<file path="src/rtl/dac_spi_receiver.sv">
// SPI responder for the DAC serial link: oversamples SCK/MOSI/CS on CLK50MHZ,
// assembles 32-bit LTC2624 command words MSB first and echoes the previous word on MISO.
module dac_spi_receiver #(
  parameter int SYNC_STAGES = 2,
  parameter int FRAME_BITS  = 32
) (
  input  logic        CLK50MHZ,
  input  logic        RST,
  input  logic        SPI_SCK,
  input  logic        SPI_MOSI,
  input  logic        DAC_CS,
  output logic        SPI_MISO,
  output logic        word_valid,
  output logic        frame_err,
  output logic [3:0]  cmd,
  output logic [3:0]  addr,
  output logic [11:0] data,
  output logic        busy
);

  localparam int CNT_W = $clog2(FRAME_BITS + 2);
  localparam logic [CNT_W-1:0] CNT_FULL = CNT_W'(FRAME_BITS);
  localparam logic [CNT_W-1:0] CNT_SAT  = CNT_W'(FRAME_BITS + 1);

  typedef enum logic [1:0] {
    WAIT_IDLE = 2'd0,
    IDLE      = 2'd1,
    SHIFT     = 2'd2
  } state_t;

  // Synchronizers reset to 0 so CS reads as asserted: a frame already in
  // progress when reset releases never produces a spurious cs_fall.
  logic [SYNC_STAGES-1:0] sck_sync_q, sck_sync_d;
  logic [SYNC_STAGES-1:0] mosi_sync_q, mosi_sync_d;
  logic [SYNC_STAGES-1:0] cs_sync_q, cs_sync_d;
  logic sck_s, mosi_s, cs_s;

  logic sck_prev_q, sck_prev_d;
  logic cs_prev_q, cs_prev_d;
  logic sck_rise_q, sck_rise_d;
  logic sck_fall_q, sck_fall_d;
  logic cs_rise_q, cs_rise_d;
  logic cs_fall_q, cs_fall_d;
  logic mosi_bit_q, mosi_bit_d;

  state_t            state_q, state_d;
  logic [31:0]       shift_q, shift_d;
  logic [CNT_W-1:0]  count_q, count_d;
  logic [31:0]       miso_q, miso_d;
  logic [31:0]       echo_q, echo_d;
  logic [3:0]        cmd_q, cmd_d;
  logic [3:0]        addr_q, addr_d;
  logic [11:0]       data_q, data_d;
  logic              word_valid_q, word_valid_d;
  logic              frame_err_q, frame_err_d;

  assign sck_s  = sck_sync_q[SYNC_STAGES-1];
  assign mosi_s = mosi_sync_q[SYNC_STAGES-1];
  assign cs_s   = cs_sync_q[SYNC_STAGES-1];

  // Synchronizer chains and registered edge strobes. MOSI is delayed alongside
  // the strobes so the captured bit is the one present when SCK was seen rising.
  always_comb begin
    sck_sync_d  = {sck_sync_q[SYNC_STAGES-2:0], SPI_SCK};
    mosi_sync_d = {mosi_sync_q[SYNC_STAGES-2:0], SPI_MOSI};
    cs_sync_d   = {cs_sync_q[SYNC_STAGES-2:0], DAC_CS};
    sck_prev_d  = sck_s;
    cs_prev_d   = cs_s;
    sck_rise_d  = sck_s & ~sck_prev_q;
    sck_fall_d  = ~sck_s & sck_prev_q;
    cs_rise_d   = cs_s & ~cs_prev_q;
    cs_fall_d   = ~cs_s & cs_prev_q;
    mosi_bit_d  = mosi_s;
  end

  always_comb begin
    state_d      = state_q;
    shift_d      = shift_q;
    count_d      = count_q;
    miso_d       = miso_q;
    echo_d       = echo_q;
    cmd_d        = cmd_q;
    addr_d       = addr_q;
    data_d       = data_q;
    word_valid_d = 1'b0;
    frame_err_d  = 1'b0;

    case (state_q)
      WAIT_IDLE: begin
        if (cs_s) begin
          state_d = IDLE;
        end
      end

      IDLE: begin
        // An SCK edge coinciding with cs_fall is deliberately dropped.
        if (cs_fall_q) begin
          shift_d = '0;
          count_d = '0;
          miso_d  = echo_q;
          state_d = SHIFT;
        end
      end

      SHIFT: begin
        if (cs_rise_q) begin
          state_d = IDLE;
          if (count_q == CNT_FULL) begin
            cmd_d        = shift_q[23:20];
            addr_d       = shift_q[19:16];
            data_d       = shift_q[15:4];
            echo_d       = shift_q;
            word_valid_d = 1'b1;
          end else begin
            frame_err_d  = 1'b1;
          end
        end else begin
          if (sck_rise_q) begin
            shift_d = {shift_q[30:0], mosi_bit_q};
            if (count_q != CNT_SAT) begin
              count_d = count_q + 1'b1;
            end
          end
          if (sck_fall_q) begin
            miso_d = {miso_q[30:0], 1'b0};
          end
        end
      end

      default: begin
        state_d = WAIT_IDLE;
      end
    endcase
  end

  always_ff @(posedge CLK50MHZ) begin
    if (RST) begin
      sck_sync_q   <= '0;
      mosi_sync_q  <= '0;
      cs_sync_q    <= '0;
      sck_prev_q   <= 1'b0;
      cs_prev_q    <= 1'b0;
      sck_rise_q   <= 1'b0;
      sck_fall_q   <= 1'b0;
      cs_rise_q    <= 1'b0;
      cs_fall_q    <= 1'b0;
      mosi_bit_q   <= 1'b0;
      state_q      <= WAIT_IDLE;
      shift_q      <= '0;
      count_q      <= '0;
      miso_q       <= '0;
      echo_q       <= '0;
      cmd_q        <= '0;
      addr_q       <= '0;
      data_q       <= '0;
      word_valid_q <= 1'b0;
      frame_err_q  <= 1'b0;
    end else begin
      sck_sync_q   <= sck_sync_d;
      mosi_sync_q  <= mosi_sync_d;
      cs_sync_q    <= cs_sync_d;
      sck_prev_q   <= sck_prev_d;
      cs_prev_q    <= cs_prev_d;
      sck_rise_q   <= sck_rise_d;
      sck_fall_q   <= sck_fall_d;
      cs_rise_q    <= cs_rise_d;
      cs_fall_q    <= cs_fall_d;
      mosi_bit_q   <= mosi_bit_d;
      state_q      <= state_d;
      shift_q      <= shift_d;
      count_q      <= count_d;
      miso_q       <= miso_d;
      echo_q       <= echo_d;
      cmd_q        <= cmd_d;
      addr_q       <= addr_d;
      data_q       <= data_d;
      word_valid_q <= word_valid_d;
      frame_err_q  <= frame_err_d;
    end
  end

  assign SPI_MISO   = (state_q == SHIFT) & miso_q[31];
  assign busy       = (state_q == SHIFT);
  assign word_valid = word_valid_q;
  assign frame_err  = frame_err_q;
  assign cmd        = cmd_q;
  assign addr       = addr_q;
  assign data       = data_q;

endmodule

</file>
<file path="config.mk">
export PLATFORM = sky130hd
export DESIGN_NAME = dac_spi_receiver
export DESIGN_NICKNAME = d
export VERILOG_FILES = /design/src/rtl/dac_spi_receiver.sv
export SDC_FILE = /design/constraint.sdc
export NUM_CORES = 1
export LEC_CHECK = 0
export CAP_MARGIN = 10
export CORE_MARGIN = 2
export CORE_UTILIZATION = 28
export DETAILED_ROUTE_END_ITERATION = 10
export MAX_ROUTING_LAYER = met4
export PLACE_DENSITY = 0.46
export SLEW_MARGIN = 15
export SYNTH_ARGS = -nofsm -noshare
export SYNTH_HDL_FRONTEND = slang
export SYNTH_SLANG_ARGS = --single-unit
</file>
<file path="constraint.sdc">
create_clock -name CLK50MHZ -period 2.9 [get_ports CLK50MHZ]
set_clock_uncertainty 0.15 [all_clocks]
set_input_delay 0.58 -clock CLK50MHZ [delete_from_list [all_inputs] [get_ports CLK50MHZ]]
set_output_delay 0.58 -clock CLK50MHZ [all_outputs]
set_load 0.02 [all_outputs]
</file>
==> metrics.csv, run 1 <==
stage,metric,value,unit
floorplan,die_h,140,µm
sta,grt_setup_unrepaired,no,
sta,clock.fmax,378,MHz
route,via_per_inst,4.97,
floorplan,rows,49,
power_and_ir_drop,pwr-share-seq,44.0,%
clock_network,clkSinkCount,119,
critical_path,r2r_end,count_q[1]$_SDFFE_PP0P_,
logic_synthesis,synth-seq-cells,119,
sta,finalCritPeriodShare,91.3,%
grt,grt_max_degree,86,
power_and_ir_drop,powerDensity,630,nW/µm²
critical_path,start_kind,register,
logic_synthesis,synth_cells,583,
critical_path,critPathArrivalTime,1.92,ns
cells_and_area,syn_to_final_growth,15.7,%
grt,grt_overflow_total,0,
placement,finalWeightedCongestion,0.708,
run_status,outcome,"finished, final reports clean",
floorplan,dieWidth,140,µm
clock_network,post_cts_resized,0,
logic_synthesis,synthXorXnorAreaFrac,0,%
power_and_ir_drop,p_int,2.98,mW
logic_synthesis,yosys.area_share.simple,21.1,%
sta,max_slew_margin,53.3,%
critical_path,path_buf_inv,2,
floorplan,num_io_pins,29,
power_and_ir_drop,power_switching_share,20.5,%
critical_path,reg2reg_depth,5,
clock_network,cts_buffer_depth,2,
route,totalWireLength,11.8,mm
route,drtPass1Iterations,4,
grt,grtUsageTotal,12.8,%
logic_synthesis,muxShareOfSynthArea,6.23,%
logic_synthesis,ys_types,42,
logic_synthesis,ys_seq_area_share,46.3,%
cells_and_area,multi_input_area,2280,µm²
sta,min_period,2.65,ns
logic_synthesis,synth_top_family_by_area,simple AND/OR/NAND/NOR gates,
critical_path,path_class,register to primary output,
critical_path,required,2.17,ns
sta,hold_violations,0,
grt,antenna_found_initial,0,
power_and_ir_drop,p_leak,1.76,nW
clock_network,cts_inserted_buffers,17,
sta,drv_slew,0,
cells_and_area,seqCellArea,2380,µm²
power_and_ir_drop,switching_power,0.769,mW
critical_path,rrSetupSlack,0.77,ns
clock_network,path_clk_slew,0.05,ns
cells_and_area,fin_cells,807,
power_and_ir_drop,clock_power_share,54.3,%
sta,worst_slew_pin_slew,0.701,ns
critical_path,cpMaxStageDelayCell,clkdlybuf4s50_1,
logic_synthesis,synth_warnings,0,
placement,hpwl,6.66,mm
clock_network,postCtsSetupBuffers,0,
clock_network,htree_levels,4,
logic_synthesis,synth_fp_nets,591,
floorplan,dieArea,19500,µm²
route,dr.first_iter.drc_count,262,
sta,final.setup.tns,0,ns
min_path,whs_endpoint,cs_rise_q$_SDFF_PP0_,
route,antenna_left,0,
min_path,worstHoldPathCells,1,
route,drc_errors,0,
critical_path,worstPathCellList,"nand2b_1, inv_2, and2_1, clkdlybuf4s50_1",
placement,portBuffers,28,
floorplan,core_area,18000,µm²
cells_and_area,drive_gt1_share,9.00,%
grt,grt_pass1_wl,19.6,mm
run,cap_violations,0,
floorplan,initial_utilization,28.6,%
critical_path,worst-path-max-fanout,8,
clock_network,postCtsHoldBufs,0,
route,num_vias,4007,
logic_synthesis,yosys_most_used_dff,dfxtp_1,
placement,pre_cts_ws,0.665,ns
clock_network,cts-root-buf,clkbuf_16,
clock_network,clk_latency,0.41,ns
clock_network,cts_tree,done,
sta,setup_violations,0,
sta,layout_setup_ws,0.253,ns
cells_and_area,antennaDiodeCount,0,
cells_and_area,fill_cells,1847,
logic_synthesis,syn-cell-area,5140,µm²
logic_synthesis,synthArstFlopShare,0,%
min_path,hold_path.class,register to register,
grt,grt_pass1_vias,3850,
logic_synthesis,synth_edf_count,0,
logic_synthesis,syn_area_per_cell,8.82,µm²
logic_synthesis,synth_fa_ha_area_share,0.730,%
power_and_ir_drop,peakVddDrop,0.408,mV
critical_path,slowest_delay,0.60,ns
power_and_ir_drop,total_power,3.75,mW
critical_path,end_kind,primary output,
logic_synthesis,synth_compound_area_share,15.7,%
route,wire_per_inst,14.6,µm
power_and_ir_drop,combPwrFrac,1.7,%
critical_path,r2r-start,state_q[0]$_SDFFE_PP0P_,
placement,dp.cells,777,
cells_and_area,fin_nets,575,
critical_path,cp_top_family,buffers and inverters,
min_path,holdCritStartpoint,cs_prev_q$_SDFF_PP0_,
cell usage in the layout (no fill, tap or decap), types with 2 or more instances in the layout:
master / count
nor4bb_4: 2
ha_1: 3
mux2i_1: 32
nor2b_1: 11
nor3b_1: 4
dfxtp_1: 119
a41oi_1: 2
clkdlybuf4s50_1: 27
inv_2: 2
clkbuf_8: 3
nand2b_1: 3
buf_12: 2
a311oi_1: 33
a21oi_1: 35
o211ai_1: 33
nand3_1: 36
buf_4: 13
nor3_1: 32
nand3b_1: 2
bufinv_16: 2
clkinv_2: 5
inv_1: 3
clkbuf_16: 17
nand2_1: 134
cells in the mapped netlist (2+ instances only):
master      n  area [µm²]
nand3b_1    2        15.0
a21oi_1    35         175
nand2b_1    3        18.8
nor3_1     32         160
dfxtp_1   119        2380
a41oi_1     2        17.5
buf_12      4        80.1
nor3b_1     4        30.0
nand3_1    36         180
a311oi_1   33         289
buf_6       4        45.0
nand2_1   134         503
inv_1       4        15.0
mux2i_1    32         320
o211ai_1   33         248
clkbuf_1   27         101
buf_2      21         105
nor2b_1    11        68.8
nor4bb_1    2        20.0
ha_1        3        37.5
buf_4      21         158
cells by family after synthesis:
group | count (synthesis)
flip-flops | 119
adder cells (fa/ha/maj) | 3
buffers and inverters | 83
AO/OA/AOI/OAI | 113
AND/OR/NAND/NOR | 233
multiplexers | 32
worst max-delay path by stage:
stage / to / from / cells after the start / slack [ns]
4_1_cts: SPI_MISO / state_q[0]$_SDFFE_PP0P_ / 4 / 0.22
6_report: SPI_MISO / state_q[0]$_SDFFE_PP0P_ / 4 / 0.25
5_1_grt: SPI_MISO / state_q[0]$_SDFFE_PP0P_ / 4 / 0.14
3_5_place_dp: SPI_MISO / state_q[0]$_SDFFE_PP0P_ / 4 / 0.67
3_3_place_gp: SPI_MISO / state_q[0]$_SDFFE_PP0P_ / 4 / 0.69
2_1_floorplan: SPI_MISO / state_q[0]$_SDFFE_PP0P_ / 5 / 0.97
area by class of cell:
cell class,count,share of cell area [%]
tap,229,4.81
sequential,119,40.0
clock buffer,21,7.90
timing repair buffer,43,6.94
multi-input combinational,381,38.3
inverter,5,0.315
clock inverter,9,1.70
power by group through the flow:
| stage | registers [mW] | clock network (mW) | logic [mW] |
|---|---|---|---|
| 2_1_floorplan | 1.68 | 0 | 0.0403 |
| 5_1_grt | 1.65 | 2.16 | 0.0682 |
| 3_3_place_gp | 1.69 | 0 | 0.0627 |
| 4_1_cts | 1.65 | 2.09 | 0.0631 |
| 3_5_place_dp | 1.69 | 0 | 0.0627 |
| 6_report | 1.65 | 2.03 | 0.0621 |
routing by layer:
layer  vias to the layer above  track usage [%]  wire [µm]
met2                        57             20.3       5550
met5                         -                -          0
li1                       2017                -          -
met3                        13             3.75        433
met4                         0             5.16        158
met1                      1920             15.4       5630
stage by stage:
step | util, % | cell area, µm² | hold slack [ns]
after floorplan | - | 5140 | 0.233
after global placement | 30.0 | 5380 | 0.240
after detailed placement | 30.0 | 5380 | 0.243
after CTS | 33.1 | 5950 | 0.254
after global routing | 33.1 | 5950 | 0.261
final | 33.1 | 5950 | 0.252
state kept, by name (all words and copies together) (netlist names):
register	flops
sck_sync_q	2
cs_prev_q	1
miso_q	32
state_q	2
sck_fall_q	1
word_valid	1
count_q	6
mosi_bit_q	1
cs_fall_q	1
shift_q	32
frame_err	1
mosi_sync_q	2
sck_rise_q	1
cs_rise_q	1
cs_sync_q	2
sck_prev_q	1
echo_q	32
Power figures use the tool's default switching activity.
==> run 2: changes to the inputs <==
--- a/config.mk
+++ b/config.mk
@@ -5,11 +5,10 @@
 export SDC_FILE = /design/constraint.sdc
 export NUM_CORES = 1
 export LEC_CHECK = 0
-export CAP_MARGIN = 10
+export CAP_MARGIN = 0
 export CORE_MARGIN = 2
 export CORE_UTILIZATION = 28
 export DETAILED_ROUTE_END_ITERATION = 10
-export MAX_ROUTING_LAYER = met4
 export PLACE_DENSITY = 0.46
 export SLEW_MARGIN = 15
 export SYNTH_ARGS = -nofsm -noshare
==> metrics.csv, run 2 (synthesis gave the netlist of run 1 again) <==
stage,metric,value,unit,change
sta,finalCritPeriodShare,91.2,%,about the same
placement,hpwl,6.66,mm,unchanged
min_path,whs_endpoint,cs_rise_q$_SDFF_PP0_,,
sta,grt_setup_unrepaired,no,,
cells_and_area,drive_gt1_share,9.00,%,unchanged
floorplan,core_area,18000,µm²,unchanged
grt,grt_max_degree,86,,unchanged
critical_path,reg2reg_depth,5,,unchanged
critical_path,r2r_end,count_q[1]$_SDFFE_PP0P_,,
floorplan,initial_utilization,28.6,%,unchanged
route,via_per_inst,4.96,,about the same
placement,finalWeightedCongestion,0.701,,-1.1%
critical_path,path_class,register to primary output,,
cells_and_area,top_regs,"echo_q x32, miso_q x32, shift_q x32",,
clock_network,post_cts_resized,0,,unchanged
floorplan,dieWidth,140,µm,unchanged
power_and_ir_drop,peakVddDrop,0.409,mV,+0.16%
route,num_vias,4003,,-0.10%
power_and_ir_drop,total_power,3.75,mW,about the same
route,wire_per_inst,14.6,µm,about the same
sta,timing.hold.ws,0.252,ns,-0.000232 ns
sta,max_slew_margin,53.3,%,+0.059 points
sta,final.setup.tns,0,ns,unchanged
power_and_ir_drop,powerDensity,630,nW/µm²,about the same
clock_network,cts_inserted_buffers,17,,unchanged
cells_and_area,final_cell_mix,"nand2_1 (134), dfxtp_1 (119), nand3_1 (36), a21oi_1 (35)",,
clock_network,postCtsSetupBuffers,0,,unchanged
critical_path,slowest_delay,0.60,ns,about the same
critical_path,cpMaxStageDelayCell,clkdlybuf4s50_1,,
run_status,outcome,"finished, final reports clean",,
clock_network,clk_latency,0.41,ns,about the same
floorplan,rows,49,,unchanged
critical_path,r2r-start,state_q[0]$_SDFFE_PP0P_,,
grt,grt_overflow_total,0,,unchanged
critical_path,rrSetupSlack,0.76,ns,about the same
critical_path,required,2.17,ns,about the same
clock_network,cts-root-buf,clkbuf_16,,
floorplan,die_h,140,µm,unchanged
sta,drv_slew,0,,unchanged
grt,grt_pass1_wl,19.6,mm,unchanged
critical_path,end_kind,primary output,,
grt,grt_pass1_vias,3849,,-0.026%
min_path,hold_path.class,register to register,,
critical_path,crit_path_start,state_q[0]$_SDFFE_PP0P_,,
critical_path,critPathArrivalTime,1.92,ns,about the same
clock_network,path_clk_slew,0.05,ns,about the same
floorplan,dieArea,19500,µm²,unchanged
route,antenna_left,0,,unchanged
clock_network,cts_buffer_depth,2,,unchanged
route,drc_errors,0,,unchanged
cells_and_area,fin_cells,807,,unchanged
sta,setup_violations,0,,unchanged
grt,grtUsageTotal,12.5,%,-0.36 points
clock_network,postCtsHoldBufs,0,,unchanged
cells_and_area,fin_nets,575,,unchanged
grt,antenna_found_initial,0,,unchanged
sta,min_period,2.65,ns,-0.00200 ns
route,dr.first_iter.drc_count,247,,-5.7%
cells_and_area,final_common_cell,nand2_1,,
clock_network,htree_levels,4,,unchanged
sta,hold_violations,0,,unchanged
clock_network,clkSinkCount,119,,unchanged
cells_and_area,fill_cells,1847,,unchanged
cells_and_area,antennaDiodeCount,0,,unchanged
run,cap_violations,0,,unchanged
route,drtPass1Iterations,5,,+1
sta,clock.fmax,378,MHz,about the same
cells_and_area,syn_to_final_growth,15.7,%,unchanged
min_path,holdCritStartpoint,cs_prev_q$_SDFF_PP0_,,
min_path,worstHoldPathCells,1,,unchanged
critical_path,start_kind,register,,
critical_path,worstPathCellList,"nand2b_1, inv_2, and2_1, clkdlybuf4s50_1",,
critical_path,worst-path-max-fanout,8,,unchanged
placement,portBuffers,28,,unchanged
route,totalWireLength,11.8,mm,about the same
sta,worst_slew_pin_slew,0.700,ns,-0.000892 ns
power_and_ir_drop,p_leak,1.76,nW,unchanged
placement,dp.cells,777,,unchanged
floorplan,num_io_pins,29,,unchanged
clock_network,cts_tree,done,,
run 2: cell counts in the layout (fill, tap and decap cells not counted):
No cell type changed its count.
run 2: how the worst max path moves through the flow:
stage	endpoint
2_1_floorplan	SPI_MISO
3_3_place_gp	SPI_MISO
3_5_place_dp	SPI_MISO
4_1_cts	SPI_MISO
5_1_grt	SPI_MISO
6_report	SPI_MISO
run 2: final cells by class:
type	instances	area (µm²)	area share [%]
flip-flops and latches	119	2380	40.0
multi-input cells	381	2280	38.3
clock buffers	21	470	7.90
repair buffers	43	413	6.94
well taps	229	287	4.81
clock inverters	9	101	1.70
inverters	5	18.8	0.315
run 2: metrics by stage:
step	util (%)	instance area, µm²	setup WS, ns
after detailed placement	30.0	5380	0.665
after floorplan	-	5140	0.972
final	33.1	5950	0.255
after global routing	33.1	5950	0.138
after CTS	33.1	5950	0.216
after global placement	30.0	5380	0.693
run 2: per-layer routing:
metal / part of all wire, % / wire [µm] / vias to the layer above / GRT usage (%)
met5: 0 / 0 / - / 0
met4: 1.3 / 157 / 0 / 5.16
met3: 4.1 / 487 / 12 / 3.85
met2: 46 / 5460 / 71 / 20.3
met1: 48 / 5670 / 1900 / 15.4
li1: - / - / 2020 / -
run 2: report_power, final:
part,switching (mW),internal [mW]
clock network,0.722,1.31
logic,0.0424,0.0196
registers,0.00576,1.64
run 2: critical path, delay by kind of cell, from the launching register on:
kind	cells	cell delay (ns)
buffers and inverters	2	0.75
DFF	1	0.39
and+or+nand+nor	2	0.36
